[src/rtl/alu_pkg.sv]
// Shared definitions for the ALU issue/writeback sequencer:
// opcodes, source-select codes, flag bit positions and small decode helpers.
package alu_pkg;

  localparam logic [3:0] OP_ADD  = 4'd0;
  localparam logic [3:0] OP_ADC  = 4'd1;
  localparam logic [3:0] OP_SUB  = 4'd2;
  localparam logic [3:0] OP_SBC  = 4'd3;
  localparam logic [3:0] OP_CP   = 4'd4;
  localparam logic [3:0] OP_AND  = 4'd5;
  localparam logic [3:0] OP_OR   = 4'd6;
  localparam logic [3:0] OP_XOR  = 4'd7;
  localparam logic [3:0] OP_BSL  = 4'd8;
  localparam logic [3:0] OP_BSR  = 4'd9;
  localparam logic [3:0] OP_SWAP = 4'd10;

  localparam logic [2:0] SRC_B  = 3'd0;
  localparam logic [2:0] SRC_C  = 3'd1;
  localparam logic [2:0] SRC_D  = 3'd2;
  localparam logic [2:0] SRC_E  = 3'd3;
  localparam logic [2:0] SRC_H  = 3'd4;
  localparam logic [2:0] SRC_L  = 3'd5;
  localparam logic [2:0] SRC_HL = 3'd6;
  localparam logic [2:0] SRC_A  = 3'd7;

  localparam int FLAG_Z = 7;
  localparam int FLAG_N = 6;
  localparam int FLAG_H = 5;
  localparam int FLAG_C = 4;

  typedef enum logic [1:0] {
    S_IDLE  = 2'd0,
    S_FETCH = 2'd1,
    S_EXEC  = 2'd2,
    S_MEMWB = 2'd3
  } seq_state_t;

  // Shift/swap ops operate on the source operand in place rather than on A.
  function automatic logic is_shift(input logic [3:0] op);
    return (op >= OP_BSL) && (op <= OP_SWAP);
  endfunction

  function automatic logic is_illegal(input logic [3:0] op, input logic imm);
    return (op > OP_SWAP) || (is_shift(op) && imm);
  endfunction

endpackage

[src/rtl/alu_seq.sv]
// Issue/writeback sequencer for the 8-bit ALU: accepts one decoded ALU
// instruction, gathers its operand, runs the ALU and writes results back.
module alu_seq
  import alu_pkg::*;
#(
  parameter int ACK_TIMEOUT = 15
) (
  input  logic        clk,
  input  logic        rst_n,
  input  logic        instr_valid,
  output logic        instr_ready,
  input  logic [3:0]  instr_op,
  input  logic [2:0]  instr_src,
  input  logic        instr_imm,
  input  logic [7:0]  imm8,
  input  logic [7:0]  a_rdata,
  input  logic [7:0]  f_rdata,
  input  logic [15:0] hl,
  output logic [2:0]  rf_rd_addr,
  input  logic [7:0]  rf_rd_data,
  output logic        rf_we,
  output logic [2:0]  rf_wr_addr,
  output logic [7:0]  rf_wdata,
  output logic        a_we,
  output logic [7:0]  a_wdata,
  output logic        f_we,
  output logic [7:0]  f_wdata,
  output logic        mem_req,
  output logic        mem_we,
  output logic [15:0] mem_addr,
  output logic [7:0]  mem_wdata,
  input  logic        mem_ack,
  input  logic [7:0]  mem_rdata,
  output logic [15:0] alu_a,
  output logic [15:0] alu_b,
  output logic [3:0]  alu_op,
  output logic        alu_cin,
  input  logic [15:0] alu_res,
  input  logic [7:0]  alu_flags,
  output logic        busy,
  output logic        err
);

  localparam logic [15:0] TO_LIMIT = 16'(ACK_TIMEOUT);

  seq_state_t  r_state;
  logic [3:0]  r_op;
  logic [2:0]  r_src;
  logic [7:0]  r_a;
  logic        r_c;
  logic [15:0] r_hl;
  logic [7:0]  r_opnd;
  logic [7:0]  r_res;
  logic [15:0] r_cnt;
  logic        r_err;

  logic        w_timeout;
  logic        w_shift;
  logic        w_unused;

  assign w_timeout = (ACK_TIMEOUT != 0) && (r_cnt == TO_LIMIT - 16'd1);
  assign w_shift   = is_shift(r_op);
  assign w_unused  = ^{f_rdata[7:5], f_rdata[3:0], alu_res[15:8]};

  // An ack landing on the timeout cycle wins; the counter restarts on each bus phase entry.
  always_ff @(posedge clk or negedge rst_n) begin
    if (!rst_n) begin
      r_state <= S_IDLE;
      r_op    <= '0;
      r_src   <= '0;
      r_a     <= '0;
      r_c     <= 1'b0;
      r_hl    <= '0;
      r_opnd  <= '0;
      r_res   <= '0;
      r_cnt   <= '0;
      r_err   <= 1'b0;
    end else begin
      r_err <= 1'b0;
      case (r_state)
        S_IDLE: begin
          if (instr_valid) begin
            if (is_illegal(instr_op, instr_imm)) begin
              r_err <= 1'b1;
            end else begin
              r_op   <= instr_op;
              r_src  <= instr_src;
              r_a    <= a_rdata;
              r_c    <= f_rdata[FLAG_C];
              r_hl   <= hl;
              r_opnd <= instr_imm ? imm8 :
                        (instr_src == SRC_A) ? a_rdata : rf_rd_data;
              r_cnt  <= '0;
              r_state <= (!instr_imm && instr_src == SRC_HL) ? S_FETCH : S_EXEC;
            end
          end
        end
        S_FETCH: begin
          if (mem_ack) begin
            r_opnd  <= mem_rdata;
            r_state <= S_EXEC;
          end else if (w_timeout) begin
            r_err   <= 1'b1;
            r_state <= S_IDLE;
          end else begin
            r_cnt <= r_cnt + 16'd1;
          end
        end
        S_EXEC: begin
          if (w_shift && r_src == SRC_HL) begin
            r_res   <= alu_res[7:0];
            r_cnt   <= '0;
            r_state <= S_MEMWB;
          end else begin
            r_state <= S_IDLE;
          end
        end
        S_MEMWB: begin
          if (mem_ack) begin
            r_state <= S_IDLE;
          end else if (w_timeout) begin
            r_err   <= 1'b1;
            r_state <= S_IDLE;
          end else begin
            r_cnt <= r_cnt + 16'd1;
          end
        end
        default: r_state <= S_IDLE;
      endcase
    end
  end

  // Outputs decode from registered state; EXEC writes back the ALU's combinational result.
  always_comb begin
    instr_ready = 1'b0;
    rf_rd_addr  = '0;
    rf_we       = 1'b0;
    rf_wr_addr  = '0;
    rf_wdata    = '0;
    a_we        = 1'b0;
    a_wdata     = '0;
    f_we        = 1'b0;
    f_wdata     = '0;
    mem_req     = 1'b0;
    mem_we      = 1'b0;
    alu_a       = '0;
    alu_b       = '0;
    alu_op      = '0;
    alu_cin     = 1'b0;
    case (r_state)
      S_IDLE: begin
        instr_ready = 1'b1;
        rf_rd_addr  = instr_src;
      end
      S_FETCH: mem_req = 1'b1;
      S_EXEC: begin
        alu_op  = r_op;
        alu_a   = w_shift ? {8'h00, r_opnd} : {8'h00, r_a};
        alu_b   = w_shift ? 16'h0000 : {8'h00, r_opnd};
        alu_cin = (r_op == OP_ADC || r_op == OP_SBC) ? r_c : 1'b0;
        f_we    = 1'b1;
        f_wdata = alu_flags & 8'hF0;
        if (w_shift) begin
          if (r_src == SRC_A) begin
            a_we    = 1'b1;
            a_wdata = alu_res[7:0];
          end else if (r_src != SRC_HL) begin
            rf_we      = 1'b1;
            rf_wr_addr = r_src;
            rf_wdata   = alu_res[7:0];
          end
        end else if (r_op != OP_CP) begin
          a_we    = 1'b1;
          a_wdata = alu_res[7:0];
        end
      end
      S_MEMWB: begin
        mem_req = 1'b1;
        mem_we  = 1'b1;
      end
      default: ;
    endcase
  end

  assign mem_addr  = r_hl;
  assign mem_wdata = r_res;
  assign busy      = (r_state != S_IDLE);
  assign err       = r_err;

endmodule

[config.mk]
export PLATFORM = sky130hd
export DESIGN_NAME = alu_seq
export DESIGN_NICKNAME = d
export VERILOG_FILES = /design/src/rtl/alu_pkg.sv /design/src/rtl/alu_seq.sv
export SDC_FILE = /design/constraint.sdc
export NUM_CORES = 1
export LEC_CHECK = 0
export ABC_AREA = 1
export BUFFER_PORTS_ARGS = -buffer_cell sky130_fd_sc_hd__buf_2
export CELL_PAD_IN_SITES_DETAIL_PLACEMENT = 1
export CELL_PAD_IN_SITES_GLOBAL_PLACEMENT = 1
export CORE_ASPECT_RATIO = 1.1
export CORE_MARGIN = 2
export CORE_UTILIZATION = 36
export CTS_BUF_LIST = sky130_fd_sc_hd__clkbuf_8
export DETAILED_ROUTE_END_ITERATION = 10
export GPL_ROUTABILITY_DRIVEN = 1
export GPL_TIMING_DRIVEN = 0
export HOLD_SLACK_MARGIN = 0.12
export PLACE_DENSITY_LB_ADDON = 0.1
export SYNTH_ARGS = -nofsm -noshare
export SYNTH_HDL_FRONTEND = slang
export SYNTH_SLANG_ARGS = --single-unit
[constraint.sdc]
create_clock -name clk -period 3.2 [get_ports clk]
set_clock_uncertainty 0.1 [all_clocks]
set_input_delay 0.96 -clock clk [delete_from_list [all_inputs] [get_ports clk]]
set_output_delay 0.96 -clock clk [all_outputs]
set_load 0.01 [all_outputs]
---- Word-level counts from Yosys, hierarchy flattened ----
Cells that the tools add are included.
word-level totals
  bits in registers ....................... 67
  output and inout bits ................... 99
  logic and storage cells ................. 110
cells by class
  reduce and logical (&&, ||, !) cells .... 17
  bitwise gates (word level) .............. 1
  order comparisons ....................... 5
  equality and inequality tests ........... 18
  multiplexer cells ....................... 58
  $add $sub $neg .......................... 1
operator list
  kind                   count
  $mux 8                 18
  $mux 16                5
  $pmux 16 s3            1
  $mux 1                 18
  $add 16x1->16 const B  1
  $eq 16x4->1 const B    1
  $pmux 8 s2             1
  $mux 3                 5
  $mux 2                 7
  $eq 3x3->1 const B     4
  $ne 2x2->1 const B     6
  $ge 4x4->1 const B     2
  $le 4x4->1 const B     2
  $pmux 2 s4             1
  $logic_and 1x1->1      5
  $reduce_and 5->1       1
  $eq 2x2->1 const B     2
  $eq 4x1->1 const B     1
  $eq 4x2->1 const B     1
  $gt 4x4->1 const B     1
  $mux 4                 1
  $ne 4x3->1 const B     1
  $reduce_and 2->1       2
  $reduce_and 4->1       1
  other kinds (10)       12

---- Depth between registers and ports, before layout ----
Gate-level depths: netlist of run 1.
  depth in word-level cells ............... 7
  mapped depth ............................ 10
  depth with buffers taken out ............ 10

---- Worst setup path after synthesis of run 1 ----
Ideal clock, no wire load.
  kind .................................... flip-flop to output port
  from .................................... register r_state[1]
  to ...................................... output rf_wdata[0]
  slack ................................... 836 ps
  cell stages (with the launch flop) ...... 7
  arrival time ............................ 1304 ps
  cell sequence ........................... dfrtp_1 -> inv_2 -> nor2_8 -> inv_4 -> nor3_4 -> inv_2 -> nor2_2
between the ends
  cells in the longest elaborated chain, start to end .. 2
ends and longest elaborated chain
  what                    RTL line        text
  from (decl)             alu_seq.sv:46   seq_state_t r_state;
  from (signal assigned)  alu_seq.sv:94   r_state <= (!instr_imm && instr_src == SRC_HL) ? S_FETCH : S_EXEC;
  $eq 2x2->1              alu_seq.sv:150  case (r_state)
  $mux 8                  alu_seq.sv:150
  to (decl)               alu_seq.sv:23   output logic [7:0] rf_wdata,
Every way passes these cells.

---- Worst setup path in the final report of run 1 ----
  from .................................... register r_state[1]
  to ...................................... output rf_wdata[3]
The elaborated chain is that of the path after synthesis.

==> metrics.cfg, run 1 <==
[die]
core_area_um2 = 11100
ios = 191
initial_core_util = 0.372
die_y_um = 116
fp-row-count = 40
dieArea_um2 = 12300
dieWidth_um = 106

[global_routing]
grt_max_degree = 68
grt_pass1_vias = 4230
grt_pass1_wl_um = 20900
grtUsageTotal = 0.214
antenna_found_initial = 0
grt_overflow = 0

[cells_and_area]
fin_nets = 854
antenna-diode-count = 0
area_growth_syn_to_layout_pct = 30.3
drive_above_1_share = 0.305
instances_no_fill = 912

[timing]
setup_viol = 0
period_minus_slack_ns = 2.96
finalHoldViolations = 0
clock.fmax_mhz = 338
slew_viol_final = 0
rsz0062_at_grt = no
tightest_slew_ns = 0.879
relSlewSlack = 0.414
finalCritPeriodShare = 0.925
finalSetupTns_ns = 0

[critical_path]
r2r-start = r_op[2]
critical_path_class = flop to output pin
slowest_delay_ns = 0.49
rr_endpoint = r_cnt[5]
worstPathRequired_ns = 2.14
cp-end-kind = output pin
cp_common_cell = inv_2
critical-path-slowest-cell = dfrtp_1
startpoint = r_state[1]
cp.buffers_inverters = 4
r2r.worst_path.cells = 10
crit_chain = inv_2, nor2_8, inv_4, nor3_4, inv_2, nor2_2, buf_2
critPathArrivalTime_ns = 1.90
crit_family = buffers and inverters
rrSetupSlack_ns = 1.44
start_kind = flop
crit_fanout = 10

[min_path]
hp-class = flop to flop
hold_path_end = mem_addr[8]
worstHoldStart = mem_addr[8]
whs_path_depth = 2

[synthesis]
synthCells = 579
async_flop_share = 1.00
synth.avg_cell_area_um2 = 7.11
ys_ff_latch = 67
synth_common_cells = nand2_1 (152), inv_1 (81), dfrtp_1 (67)
ys_warn_count = 0
synth.top_cell.area_share = 0.407
synth_edf_count = 0
seq_area_frac_synth = 0.407
yosysMostFrequentCell = nand2_1
yosys.area.top_type = dfrtp_1
synthFlopType = dfrtp_1
synthTopCellsByArea = dfrtp_1 (41%), nand2_1 (14%), inv_1 (7.4%)
ys_types = 37
netlist_area_um2 = 4120

[detailed_routing]
wl_um = 12800
via_per_inst = 4.67
wire_per_inst_um = 14.0
ant_nets = 0
vias = 4263
drtIter0Drc = 125
dr.pass1.iters = 4
drcViolationCount = 0

[placed_design]
portBuffers = 151
place_congestion = 0.809
dp_cells = 896
dp_hpwl_um = 10200

[clocking]
clock_path_buffers = 2
post_cts_buffers = 0
clock_latency_ns = 0.35
numCtsBuffers = 9
h-tree-depth = 3
cts_sinks = 67
cts_resized = 0
root_buffer = clkbuf_8
cts_hold_buf = 0
path_clk_slew_ns = 0.08
cts_tree = built

[outcome]
status = finished clean

[power]
vdd_drop_max_v = 0.000325
p_leak_nw = 3.01
p_per_area_nw_per_um2 = 730

[job]
maxCapViolCount = 0

-- how the worst max path moves through the flow --
stage / endpoint / slack (ns) / cells after the start
after global placement: rf_wr_addr[1] / 0.64 / 7
after CTS: rf_wdata[3] / 0.20 / 7
after floorplan: rf_wdata[0] / 0.84 / 6
final: rf_wdata[3] / 0.24 / 7
after detailed placement: rf_wdata[3] / 0.58 / 7
after global routing: alu_a[3] / 0.009 / 7
-- layout by cell type, fill, tap and decap left out, types with 6 or more instances in the layout --
cell      instances
dfrtp_1          67
o21ai_1          11
o21ai_0          52
nand2_1         152
nor3_1            9
clkbuf_8         11
nand4_1           6
nor2_2           11
buf_4            23
a21oi_1          12
buf_2           159
nor2_1           66
clkbuf_1          7
inv_1            81
nand3_1          24
conb_1           20
-- kinds of logic after synthesis --
kind of cell,synth area share
compound gates,0.124
flops,0.407
xor+xnor,0.0106
other cells,0.000910
fa+ha+maj,0.00607
simple gates,0.303
buf+inv,0.148
-- metal layers --
metal,vias to the layer above,global-route usage,wire length (um)
li1,2130,-,-
met1,2019,0.266,5690
met2,106,0.382,6310
met3,8,0.0469,671
met4,0,0.0518,99
met5,-,0,0
-- through the flow --
stage	cell area (um2)	total power, mW	hold WS, ns	worst slack, ns	utilization
after floorplan	4190	2.40	0.348	0.836	-
after global placement	5130	3.07	0.361	0.638	0.464
after detailed placement	5130	3.13	0.370	0.585	0.464
after CTS	5370	3.97	0.390	0.196	0.485
after global routing	5370	4.23	0.405	0.00855	0.485
final	5370	3.92	0.385	0.240	0.485
-- power breakdown --
part           total, mW  internal, mW  switching (mW)
clock network      0.831         0.484           0.347
logic               1.77         0.646            1.12
registers           1.32          1.13           0.198
-- sequential cells by signal (all words and copies together) (netlist names) --
name	count
mem_addr	16
r_cnt	16
mem_wdata	8
r_a	8
r_opnd	8
r_op	4
r_src	3
r_state	2
err	1
r_c	1
-- worst reg2reg max path: stages, from the launching register on --
cell	delay [ns]
dfrtp_1	0.40
inv_2	0.08
nand2_1	0.08
nor2_4	0.21
nand2_1	0.14
nand2_1	0.10
nand3_2	0.09
nor2_4	0.20
buf_6	0.18
nand2_1	0.06
nand2_1	0.05
-- cell type report --
type | count | area, um2
Buffer | 42 | 282
Clock buffer | 11 | 151
Clock inverter | 5 | 83.8
Fill cell | 1519 | 5690
Inverter | 87 | 329
Multi-Input combinational cell | 402 | 1900
Sequential cell | 67 | 1680
Tap cell | 147 | 184
Timing Repair Buffer | 151 | 758
Note: power is estimated with default switching activity, not from simulation.
==> run 2, diff against run 1 <==
--- a/config.mk
+++ b/config.mk
@@ -18,6 +18,7 @@
 export GPL_TIMING_DRIVEN = 0
 export HOLD_SLACK_MARGIN = 0.12
 export PLACE_DENSITY_LB_ADDON = 0.1
+export RECOVER_POWER = 25
 export SYNTH_ARGS = -nofsm -noshare
 export SYNTH_HDL_FRONTEND = slang
 export SYNTH_SLANG_ARGS = --single-unit
==> metrics.cfg, run 2 (synthesis gave the netlist of run 1 again) <==
[timing]
tightest_slew_ns = 1.73  ; was 0.879 ns
finalHoldViolations = 0  ; unchanged
rsz0062_at_grt = no  ; unchanged
finalCritPeriodShare = 0.925  ; unchanged
clock.fmax_mhz = 338  ; unchanged
relSlewSlack = -0.155  ; was 0.414
period_minus_slack_ns = 2.96  ; unchanged
fin_hold_ws_ns = 0.385  ; unchanged
slew_viol_final = 68  ; was 0
finalSetupTns_ns = 0  ; unchanged
fin_ws_ns = 0.240  ; unchanged
setup_viol = 0  ; unchanged

[min_path]
hp-class = flop to flop  ; unchanged
worstHoldStart = mem_addr[8]  ; unchanged
whs_path_depth = 2  ; unchanged

[die]
dieArea_um2 = 12300  ; unchanged
dieWidth_um = 106  ; unchanged
fp-row-count = 40  ; unchanged
ios = 191  ; unchanged
core_area_um2 = 11100  ; unchanged
initial_core_util = 0.372  ; unchanged
die_y_um = 116  ; unchanged

[clocking]
path_clk_slew_ns = 0.08  ; about the same
cts_resized = 0  ; unchanged
post_cts_buffers = 0  ; unchanged
h-tree-depth = 3  ; unchanged
cts_tree = built  ; unchanged
cts_hold_buf = 0  ; unchanged
root_buffer = clkbuf_8  ; unchanged
clock_latency_ns = 0.35  ; about the same
clock_path_buffers = 2  ; unchanged
numCtsBuffers = 9  ; unchanged
cts_sinks = 67  ; unchanged

[cells_and_area]
area_growth_syn_to_layout_pct = 30.3  ; about the same
antenna-diode-count = 0  ; unchanged
final_cell_mix = buf_2 (159), nand2_1 (152), inv_1 (81), dfrtp_1 (67), nor2_1 (66)  ; unchanged
final_common_cell = buf_2  ; unchanged
drive_above_1_share = 0.305  ; unchanged
fin_nets = 854  ; unchanged
final_area_um2 = 5370  ; about the same

[critical_path]
worstPathRequired_ns = 2.14  ; about the same
crit_fanout = 10  ; unchanged
critical_path_class = flop to output pin  ; unchanged
slowest_delay_ns = 0.49  ; about the same
cp-endpoint = rf_wdata[3]  ; unchanged
rr_endpoint = r_cnt[5]  ; unchanged
cp_common_cell = inv_2  ; unchanged
startpoint = r_state[1]  ; unchanged
critPathArrivalTime_ns = 1.90  ; about the same
r2r.worst_path.cells = 10  ; unchanged
start_kind = flop  ; unchanged
crit_family = buffers and inverters  ; unchanged
crit_chain = inv_2, nor2_8, inv_4, nor3_4, inv_2, nor2_2, buf_2  ; unchanged
path_depth = 7  ; unchanged
critical-path-slowest-cell = dfrtp_1  ; unchanged
cp.buffers_inverters = 4  ; unchanged
r2r-start = r_op[2]  ; unchanged
cp-end-kind = output pin  ; unchanged
rrSetupSlack_ns = 1.44  ; about the same

[detailed_routing]
ant_nets = 0  ; unchanged
drcViolationCount = 0  ; unchanged
wl_um = 12800  ; unchanged
drtIter0Drc = 125  ; unchanged
vias = 4263  ; unchanged
via_per_inst = 4.67  ; unchanged
wire_per_inst_um = 14.0  ; unchanged
dr.pass1.iters = 4  ; unchanged

[placed_design]
dp_slack_ns = 0.585  ; unchanged
place_congestion = 0.809  ; unchanged
place_area_um2 = 5130  ; unchanged
dp_hpwl_um = 10200  ; unchanged
portBuffers = 151  ; unchanged

[outcome]
violations = capacitance limit, slew limit
status = complete, but fails checks  ; was finished clean

[job]
maxCapViolCount = 1  ; was 0

[global_routing]
antenna_found_initial = 0  ; unchanged
grt_overflow = 0  ; unchanged
grt_pass1_wl_um = 20900  ; unchanged
grtUsageTotal = 0.214  ; unchanged
grt_max_degree = 68  ; unchanged
grt_pass1_vias = 4230  ; unchanged

[power]
p_total_mw = 3.92  ; about the same
p_leak_nw = 3.01  ; about the same
vdd_drop_max_v = 0.000325  ; about the same
p_per_area_nw_per_um2 = 731  ; was 730 nW/um2

==> run 2: changes by cell type in the layout (fill, tap and decap cells not counted), sizes merged <==
cell / previous run / this run
buf: 186 / 185
clkbuf: 18 / 19
==> run 2: metal layers <==
layer | up-vias | track usage | share of wire
li1 | 2130 | - | -
met1 | 2019 | 0.266 | 0.45
met4 | 0 | 0.0518 | 0.0078
met5 | - | 0 | 0
met3 | 8 | 0.0469 | 0.053
met2 | 106 | 0.382 | 0.49
==> run 2: power breakdown <==
part	total, mW	internal [mW]	switching, mW
sequential	1.32	1.13	0.198
combinational	1.76	0.645	1.12
clock	0.831	0.484	0.347
==> run 2: worst min-delay path, cell delays in order, from the launching register on <==
cell,delay [ns]
dfrtp_1,0.34
nand2_1,0.05
o21ai_0,0.06
==> run 2: metrics by stage <==
stage                     utilization  instances
after CTS                       0.485        912
after global placement          0.464        896
final                           0.485        912
after floorplan                     -        598
after global routing            0.485        912
after detailed placement        0.464        896
==> run 2: area by class of cell <==
class / instances / area (um2)
fill: 1518 / 5700
multi-input combinational: 402 / 1900
sequential: 67 / 1680
timing repair buffer: 151 / 756
inverter: 87 / 329
buffer: 42 / 282
tap: 147 / 184
clock buffer: 11 / 151
clock inverter: 5 / 83.8
==> run 2: worst min path at each step <==
stage                   to  slack (ns)
6_report       mem_addr[8]        0.38
5_1_grt        mem_addr[4]        0.40
4_1_cts        mem_addr[8]        0.39
3_5_place_dp   mem_addr[8]        0.37
3_3_place_gp   mem_addr[1]        0.36
2_1_floorplan       r_a[0]        0.35
==> run 3, diff against run 2 <==
--- a/config.mk
+++ b/config.mk
@@ -19,6 +19,7 @@
 export HOLD_SLACK_MARGIN = 0.12
 export PLACE_DENSITY_LB_ADDON = 0.1
 export RECOVER_POWER = 25
+export SETUP_SLACK_MARGIN = 0.5
 export SYNTH_ARGS = -nofsm -noshare
 export SYNTH_HDL_FRONTEND = slang
 export SYNTH_SLANG_ARGS = --single-unit
==> metrics.cfg, run 3 (synthesis gave the netlist of run 1 again) <==
[cells_and_area]
fillers = 1505  ; was 1518
fin_nets = 867  ; was 854
drive_above_1_share = 0.339  ; was 0.305
final_core_util = 0.504  ; was 0.485
final_common_cell = buf_2  ; unchanged
antenna-diode-count = 0  ; unchanged
final_cell_mix = buf_2 (158), nand2_1 (151), inv_1 (80), nor2_1 (66), dfrtp_1 (65)  ; was buf_2 (159), nand2_1 (152), inv_1 (81), dfrtp_1 (67), nor2_1 (66)
area_growth_syn_to_layout_pct = 35.3  ; was 30.3%

[placed_design]
dp_hpwl_um = 10200  ; unchanged
portBuffers = 151  ; unchanged
place_congestion = 0.809  ; unchanged

[min_path]
hp-class = flop to flop  ; unchanged

[clocking]
root_buffer = clkbuf_8  ; unchanged
cts_sinks = 67  ; unchanged
clock_path_buffers = 2  ; unchanged
clock_latency_ns = 0.36  ; was 0.35 ns
h-tree-depth = 3  ; unchanged
path_clk_slew_ns = 0.08  ; about the same
numCtsBuffers = 9  ; unchanged
cts_tree = built  ; unchanged

[timing]
relSlewSlack = -0.160  ; was -0.155
setup_viol = 0  ; unchanged
slew_viol_final = 68  ; unchanged
finalHoldViolations = 0  ; unchanged
tightest_slew_ns = 1.74  ; was 1.73 ns
clock.fmax_mhz = 362  ; was 338 MHz
rsz0062_at_grt = yes  ; was no
finalSetupTns_ns = 0  ; unchanged
finalCritPeriodShare = 0.863  ; was 0.925
period_minus_slack_ns = 2.76  ; was 2.96 ns

[die]
initial_core_util = 0.372  ; unchanged
core_area_um2 = 11100  ; unchanged
dieArea_um2 = 12300  ; unchanged
die_y_um = 116  ; unchanged
dieWidth_um = 106  ; unchanged
ios = 191  ; unchanged
fp-row-count = 40  ; unchanged

[power]
vdd_drop_max_v = 0.000328  ; was 0.000325 V
p_per_area_nw_per_um2 = 752  ; was 731 nW/um2
p_leak_nw = 3.09  ; was 3.01 nW

[outcome]
status = complete, but fails checks  ; unchanged
violations = capacitance limit, slew limit  ; unchanged

[global_routing]
grtUsageTotal = 0.218  ; was 0.214
antenna_found_initial = 0  ; unchanged
grt_pass1_wl_um = 21300  ; was 20900 um
grt_pass1_vias = 4338  ; was 4230
grt_overflow = 0  ; unchanged
grt_max_degree = 68  ; unchanged

[critical_path]
critPathArrivalTime_ns = 1.70  ; was 1.90 ns
critical_path_class = flop to output pin  ; unchanged
worstPathRequired_ns = 2.14  ; about the same
cp-end-kind = output pin  ; unchanged
crit_fanout = 10  ; unchanged
start_kind = flop  ; unchanged

[detailed_routing]
drtIter0Drc = 143  ; was 125
drcViolationCount = 0  ; unchanged
wl_um = 13300  ; was 12800 um
wire_per_inst_um = 14.3  ; was 14.0 um
ant_nets = 0  ; unchanged
vias = 4318  ; was 4263
dr.pass1.iters = 5  ; was 4
via_per_inst = 4.67  ; about the same

[job]
maxCapViolCount = 1  ; unchanged

==> run 3: cell count changes in the layout (fill, tap and decap cells not counted), sizes merged <==
cell    delta
clkbuf     -1
buf       +14
==> run 3: per-stage QoR <==
stage / hold WS (ns) / total power [mW] / area (um2) / setup slack, ns / cells
6_report: 0.385 / 4.19 / 5570 / 0.438 / 925
5_1_grt: 0.405 / 4.50 / 5570 / 0.344 / 925
4_1_cts: 0.390 / 4.11 / 5490 / 0.433 / 924
3_5_place_dp: 0.370 / 3.13 / 5130 / 0.585 / 896
3_3_place_gp: 0.361 / 3.07 / 5130 / 0.638 / 896
2_1_floorplan: 0.348 / 2.40 / 4190 / 0.836 / 598
==> run 3: timing repair <==
action	4_1_cts	5_1_grt
pin swaps	2	1
buffers inserted	11	1
setup endpoints to repair	46	35
cloned	1	0
hold buffers	0	0
gates resized for setup	15	24
==> run 3: final timing paths <==
| check | start | to | slack, ns | depth (start not counted) |
|---|---|---|---|---|
| max in group asynchronous | rst_n | r_state[0] | 0.89 | 1 |
| setup reg to reg | r_op[1] | r_cnt[5] | 1.36 | 12 |
| min in group asynchronous | rst_n | r_opnd[6] | 0.94 | 1 |
| hold reg to reg | mem_addr[8] | mem_addr[8] | 0.39 | 2 |
| hold / removal | mem_addr[8] | mem_addr[8] | 0.39 | 2 |
| setup / recovery | r_state[1] | alu_a[1] | 0.44 | 6 |
==> run 3: routing by layer <==
layer | wire length, um | vias up | share of wire | track usage
met5 | 0 | - | 0 | 0
met4 | 105 | 0 | 0.0079 | 0.0570
met3 | 668 | 8 | 0.050 | 0.0469
met2 | 6680 | 109 | 0.50 | 0.392
met1 | 5820 | 2041 | 0.44 | 0.269
li1 | - | 2160 | - | -
==> run 3: cell type report <==
class | instances | area (um2) | area share
multi-input cells | 402 | 1980 | 0.355
flip-flops and latches | 67 | 1680 | 0.301
repair buffers | 164 | 865 | 0.155
inverters | 87 | 332 | 0.0595
plain buffers | 42 | 300 | 0.0539
well taps | 147 | 184 | 0.0330
clock buffers | 11 | 151 | 0.0272
clock inverters | 5 | 83.8 | 0.0150
==> run 3: power by group <==
group	internal, mW	switching [mW]
registers	1.13	0.210
clock network	0.484	0.354
logic	0.794	1.22
total	2.41	1.79
==> run 3: critical path, stage by stage, from the launching register on <==
cell and delay, ns:
dfrtp_2 0.38, inv_2 0.09, nor2_8 0.18, buf_4 0.25, o21ai_0 0.13, a21oi_1 0.16, buf_2 0.15
